## config.mk

```make
export PLATFORM = sky130hd
export DESIGN_NAME = reg_dump_unit
export DESIGN_NICKNAME = d
export VERILOG_FILES = /design/src/rtl/reg_dump_unit.sv
export SDC_FILE = /design/constraint.sdc
export NUM_CORES = 1
export LEC_CHECK = 0
export CAP_MARGIN = 10
export CORE_MARGIN = 10
export CORE_UTILIZATION = 55
export CTS_BUF_LIST = sky130_fd_sc_hd__clkbuf_4 sky130_fd_sc_hd__clkbuf_8
export CTS_CLUSTER_DIAMETER = 200
export DETAILED_ROUTE_END_ITERATION = 6
export PLACE_DENSITY = 0.88
export SLEW_MARGIN = 15
export SYNTH_ARGS = -nofsm -noshare
export SYNTH_HDL_FRONTEND = slang
export SYNTH_SLANG_ARGS = --single-unit
```

## constraint.sdc

```tcl
create_clock -name i_clk -period 4.65 [get_ports i_clk]
set_input_delay 0.93 -clock i_clk [delete_from_list [all_inputs] [get_ports i_clk]]
set_output_delay 0.93 -clock i_clk [all_outputs]
set_load 0.01 [all_outputs]
```

## src/rtl/reg_dump_unit.sv

```systemverilog
`default_nettype none
// ============================================================================
//  Module   : reg_dump_unit
//  Purpose  : Debug-path sequencer. Walks the register file debug read port
//             from address 0 to 2**W-1. Each captured word goes out to the
//             UART transmitter one byte at a time, most significant byte
//             first, using a start/done byte handshake. The debug controller
//             starts a dump while the pipeline is halted. Completion is
//             signalled by a single-cycle done pulse.
//  Ports    :
//    i_clk        in   1  system clock, rising edge
//    i_reset      in   1  synchronous, active-high reset
//    i_start      in   1  dump request, honoured only in IDLE
//    i_reg_data   in   B  register file debug read data (combinational)
//    i_tx_done    in   1  UART byte-complete pulse, honoured only in WAIT
//    o_debug_addr out  W  register file debug read address
//    o_tx_data    out  8  byte presented to the UART transmitter
//    o_tx_start   out  1  one-cycle transmit request
//    o_busy       out  1  high in every state except IDLE
//    o_done       out  1  one-cycle pulse after the final byte is acknowledged
//  Revision : 1.0 - initial release
// ============================================================================
module reg_dump_unit #(
    parameter int B = 32,   // register width in bits, multiple of 8
    parameter int W = 5     // register address width
) (
    input  logic         i_clk,
    input  logic         i_reset,
    input  logic         i_start,
    input  logic [B-1:0] i_reg_data,
    input  logic         i_tx_done,
    output logic [W-1:0] o_debug_addr,
    output logic [7:0]   o_tx_data,
    output logic         o_tx_start,
    output logic         o_busy,
    output logic         o_done
);

    localparam int NBYTES = B / 8;
    // Byte counter is at least one bit wide, even for single-byte registers.
    localparam int BIW    = (NBYTES > 1) ? $clog2(NBYTES) : 1;

    localparam logic [BIW-1:0] LAST_BYTE = BIW'(NBYTES - 1);
    localparam logic [W-1:0]   LAST_REG  = {W{1'b1}};

    localparam logic [2:0] IDLE  = 3'd0;
    localparam logic [2:0] SETUP = 3'd1;
    localparam logic [2:0] LOAD  = 3'd2;
    localparam logic [2:0] SEND  = 3'd3;
    localparam logic [2:0] WAIT  = 3'd4;
    localparam logic [2:0] DONE  = 3'd5;

    logic [2:0]     state;
    logic [W-1:0]   reg_idx;
    logic [BIW-1:0] byte_idx;
    logic [B-1:0]   shift_reg;

    always_ff @(posedge i_clk) begin
        if (i_reset) begin
            // Abandons any dump in progress; a start on the same edge is lost.
            state     <= IDLE;
            reg_idx   <= '0;
            byte_idx  <= '0;
            shift_reg <= '0;
        end else begin
            case (state)
                IDLE: begin
                    if (i_start) begin
                        reg_idx  <= '0;
                        byte_idx <= '0;
                        state    <= SETUP;
                    end
                end
                // Address settles for a full cycle before the word is taken.
                SETUP: state <= LOAD;
                LOAD: begin
                    shift_reg <= i_reg_data;
                    state     <= SEND;
                end
                SEND: state <= WAIT;
                WAIT: begin
                    if (i_tx_done) begin
                        if (byte_idx != LAST_BYTE) begin
                            byte_idx  <= byte_idx + 1'b1;
                            shift_reg <= shift_reg << 8;
                            state     <= SEND;
                        end else if (reg_idx != LAST_REG) begin
                            byte_idx <= '0;
                            reg_idx  <= reg_idx + 1'b1;
                            state    <= SETUP;
                        end else begin
                            // reg_idx stays at the last address; no wrap.
                            state <= DONE;
                        end
                    end
                end
                DONE:    state <= IDLE;
                default: state <= IDLE;
            endcase
        end
    end

    assign o_debug_addr = reg_idx;
    assign o_tx_data    = shift_reg[B-1 -: 8];
    assign o_tx_start   = (state == SEND);
    assign o_busy       = (state != IDLE);
    assign o_done       = (state == DONE);

endmodule
`default_nettype wire

```

# [After elaboration in Yosys (flattened, before gate mapping)]
# Index checks and enable logic that the tools add are counted.
[classes] reduce_logical=8 n_addsub=2 n_mux=18 n_eq_ne=13
[ops] operator="32-bit 2-to-1 mux" count=2
[ops] operator="32-bit case mux with 2 select lines" count=1
[ops] operator="5-bit 2-to-1 mux" count=4
[ops] operator="3-bit case mux with 5 select lines" count=1
[ops] operator="3-bit 2-to-1 mux" count=4
[ops] operator="2-bit != test, second input constant" count=6
[ops] operator="5-bit case mux with 2 select lines" count=1
[ops] operator="2-bit 2-to-1 mux" count=4
[ops] operator="3-bit by 2-bit equality test with 1-bit output, second input constant" count=2
[ops] operator="3-bit equality test, second input constant" count=2
[ops] operator="5-bit by 1-bit adder with 5-bit output, second input constant" count=1
[ops] operator="5-bit != test, second input constant" count=1
[ops] operator="5-bit AND reduction" count=1
[ops] operator="2-bit case mux with 2 select lines" count=1
[ops] operator="4-bit AND reduction" count=1
[ops] operator="2-bit nonzero test" count=2
[ops] operator="3-bit by 1-bit equality test with 1-bit output, second input constant" count=1
[ops] operator="3-bit zero test" count=1
[ops] operator="3-bit != test, second input constant" count=1
[ops] operator="3-bit AND reduction" count=1
[ops] operator="3-bit nonzero test" count=1
[ops] operator="2-bit by 1-bit adder with 2-bit output, second input constant" count=1
[ops] operator="2-bit AND reduction" count=1
[word_totals] out_inout_bits=16 word_cells=45 register_bits=42

# [Longest topological paths before layout]
[depth] depth_word=5 ltp_mapped=7 ltp_nobuf=7

# [Least setup slack after synthesis]
# No wires, ideal clock.
[synth_path] path_kind="register to register" startpoint="register reg_idx[0] (netlist: o_debug_addr[0])" endpoint="register reg_idx[3] (netlist: o_debug_addr[3])" path_stages_with_launch=8 arrival_ns=1.765 slack_ns=2.766 path_buffers=0 synth_period_minus_slack_ns=1.884 setup_ns=0.120 cell_sequence="dfxtp_1 > ha_1 > and3_1 > ha_1 > nand2b_1 > a211oi_2 > nor2_1 > a211o_1"
[synth_via] elab_chain_cells=5 word_cells_on_any_way=8 cone_classes="add/sub (1); eq/ne (2); mux (4); reduce/logical (1)"
[synth_lines] item="start, declared" line="54" rtl="logic [W-1:0] reg_idx;"
[synth_lines] item="start signal, assigned" line="89" rtl="reg_idx <= reg_idx + 1'b1;"
[synth_lines] item="5-bit by 1-bit adder with 5-bit output" line="89"
[synth_lines] item="5-bit 2-to-1 mux" line="87" rtl="end else if (reg_idx != LAST_REG) begin"
[synth_lines] item="5-bit 2-to-1 mux" line="83" rtl="if (byte_idx != LAST_BYTE) begin"
[synth_lines] item="5-bit 2-to-1 mux" line="82" rtl="if (i_tx_done) begin"
[synth_lines] item="5-bit case mux with 2 select lines" line="66" rtl="case (state)"
# Several ways; a longest one is shown, not always the timed one. The select of a mux whose other input is x is not followed.
# A chain may end at the register's enable or synchronous reset.

# [Worst setup path after layout]
[layout_path] startpoint="register state[1]" endpoint="output o_tx_start"
[layout_via] elab_chain_cells=1
[layout_lines] item="start, declared" line="53" rtl="logic [2:0] state;"
[layout_lines] item="start signal, assigned" line="61" rtl="state <= IDLE;"
[layout_lines] item="start signal, assigned" line="71" rtl="state <= SETUP;"
[layout_lines] item="start signal, assigned" line="75" rtl="SETUP: state <= LOAD;"
[layout_lines] item="3-bit by 2-bit equality test with 1-bit output" line="105" rtl="assign o_tx_start = (state == SEND);"
[layout_lines] item="end, declared" line="34" rtl="output logic o_tx_start,"
# No other way between the ends.

==> impl_metrics.tcl <==
set metrics [dict create \
    ys_seq_area_share_pct 39.4 \
    cts-htree-levels 2 \
    grt_max_degree 49 \
    routabilityCongestion 0.733 \
    firstDrtPassIters 4 \
    run_status "complete, no violations" \
    grtUsageTotal_pct 13.2 \
    power.density_nw_per_um2 308 \
    cts_tree "done" \
    yosys.cell_types.count 40 \
    max-vdd-ir-drop_mv 0.203 \
    p_int_mw 0.589 \
    floorplan.rows 22 \
    core_area_um2 3720 \
    fin_crit_ps 2800 \
    dr.first_iter.drc_count 89 \
    drive_gt1_share_pct 15.0 \
    dr_total_vias 1586 \
    synthArstFlopShare_pct 0 \
    ctsLongestPathBuffers 2 \
    worstSetupPathType "reg2out" \
    ys_warn_count 0 \
    p_sw_share_pct 27.1 \
    synthFlopType "dfxtp_1" \
    worstHoldPathCells 1 \
    grt_pass1_vias 1506 \
    post_cts_buffers 0 \
    maxCapViolCount 0 \
    crit_path_start_kind "flip-flop" \
    relSlewSlack_pct 27.2 \
    slew_violations 0 \
    viasPerCell 5.38 \
    rsz0062_at_grt "no" \
    p_leak_nw 0.898 \
    switching_power_mw 0.219 \
    area_growth_pct 22.9 \
    dpl.hpwl_mm 3.17 \
    routed_wl_mm 4.32 \
    ys_ff_latch 42 \
    finalNonFillerCells 295 \
    die_h_um 82.3 \
    path_clk_slew_ps 80 \
    min_path_type "reg2reg" \
    fin_crit_sh_pct 60.2 \
    cts_buffers 5 \
    clock-sinks 42 \
    max_freq_mhz 357 \
    die_w_um 82.3 \
    hold_violations 0 \
    comb_power_share_pct 19.3 \
    synth_edf_count 0 \
    grt_pass1_wl_mm 6.94 \
    dieArea_um2 6770 \
    diodes 0 \
    antenna_found_initial 0 \
    reg2reg_depth 5 \
    gr-total-overflow 0 \
    synthCells 212 \
    clock_skew_ps 3.20 \
    cts_root_buffer "clkbuf_8" \
    syn-cell-area_um2 2130 \
    cts_resized 0 \
    fin_util_pct 70.6 \
    final_nets 285 \
    num_io_pins 52 \
    wl_per_cell_um 14.7 \
    syn_nets 251 \
    syn_area_per_cell_um2 10.1 \
    critPathMaxFanout 9 \
    largest_reg_flops 32 \
    cp.required_ps 3720 \
    worst_pin_slew_ps 1090 \
    start_util_pct 57.4 \
    finalSetupViolCount 0 \
    finalSetupTns_ps 0 \
    port_buffers 51 \
    p_seq_share_pct 50.1 \
    placed_cells 287 \
    critPathCaptureType "output pin" \
    post-route-drc-count 0 \
    holdBufCountCts 0 \
    clock_power_share_pct 30.6 \
    cp_data_arrival_time_ps 1870 \
    ant_nets 0 \
    worst_skew_pair.late_latency_ps 300 \
]
worst max-delay path: stages (launching register included):
cell	delay, ps
dfxtp_1	510
nor2b_1	320
and2_1	200
clkdlybuf4s50_1	540
logic make-up (layout without fill, tap and decap cells):
logic type | count (synthesis) | in the layout | synth area share, %
muxes | 25 | 25 | 11.9
adders and majority gates | 3 | 3 | 1.76
AOI/OAI and AO/OA | 50 | 50 | 22.3
DFF | 42 | 42 | 39.4
and+or+nand+nor | 66 | 66 | 16.1
buffers and inverters | 26 | 61 | 8.56
stage by stage:
step,hold WS (ps),area (um2),setup slack (ps),power [mW]
finish,480,2620,1850,0.807
global route,497,2620,1610,0.845
CTS,485,2620,1830,0.817
detailed placement,471,2530,1540,0.571
global placement,460,2530,1580,0.566
floorplan,445,2130,2770,0.525
synth_stat cells (all sizes together), types with 3 or more instances:
library cell,instances,area (um2)
dfxtp,42,841
nor2,39,146
a211oi,26,300
mux2i,25,254
buf,21,163
a22oi,10,75.1
nand2,6,22.5
clkbuf,4,16.3
a21oi,3,15.0
and3,3,18.8
ha,3,37.5
metal layers:
layer	up-vias	share of wire, %	wire length [um]	GRT usage, %
li1	826	-	-	-
met1	719	43	1850	15.7
met2	34	46	1980	19.1
met3	7	9.4	407	7.24
met4	0	1.8	78	6.12
met5	-	0	0	0
path summary, 6_finish.rpt:
check / slack, ps / from / endpoint
worst min-delay path: 480 / byte_idx[0] / byte_idx[0]
worst min register to register: 480 / byte_idx[0] / byte_idx[0]
worst max register to register: 2430 / byte_idx[0] / shift_reg[21]
worst max-delay path: 1850 / state[1] / o_tx_start
layout make-up:
| cell class | instances | area, um2 |
|---|---|---|
| tap | 48 | 60.1 |
| clock buffer | 6 | 82.6 |
| timing repair buffer | 52 | 513 |
| multi-input combinational | 144 | 1110 |
| fill | 296 | 1090 |
| inverter | 1 | 3.75 |
| sequential | 42 | 841 |
| clock inverter | 2 | 12.5 |
placed cells by master, fill, tap and decap left out, types with 3 or more instances in the layout:
cell	instances
and3_1	3
dfxtp_1	42
nand2_1	6
clkbuf_8	6
ha_1	3
a22oi_1	10
a211oi_2	21
a21oi_1	3
nor2_1	39
clkdlybuf4s50_1	50
mux2i_1	24
a211oi_1	5
power groups by stage:
stage | logic (mW) | clock network (mW) | registers [mW]
finish | 0.156 | 0.247 | 0.405
global route | 0.172 | 0.264 | 0.408
CTS | 0.158 | 0.255 | 0.405
detailed placement | 0.157 | 0 | 0.413
global placement | 0.154 | 0 | 0.412
floorplan | 0.121 | 0 | 0.404
No activity file was read; power rests on OpenSTA's default activity.
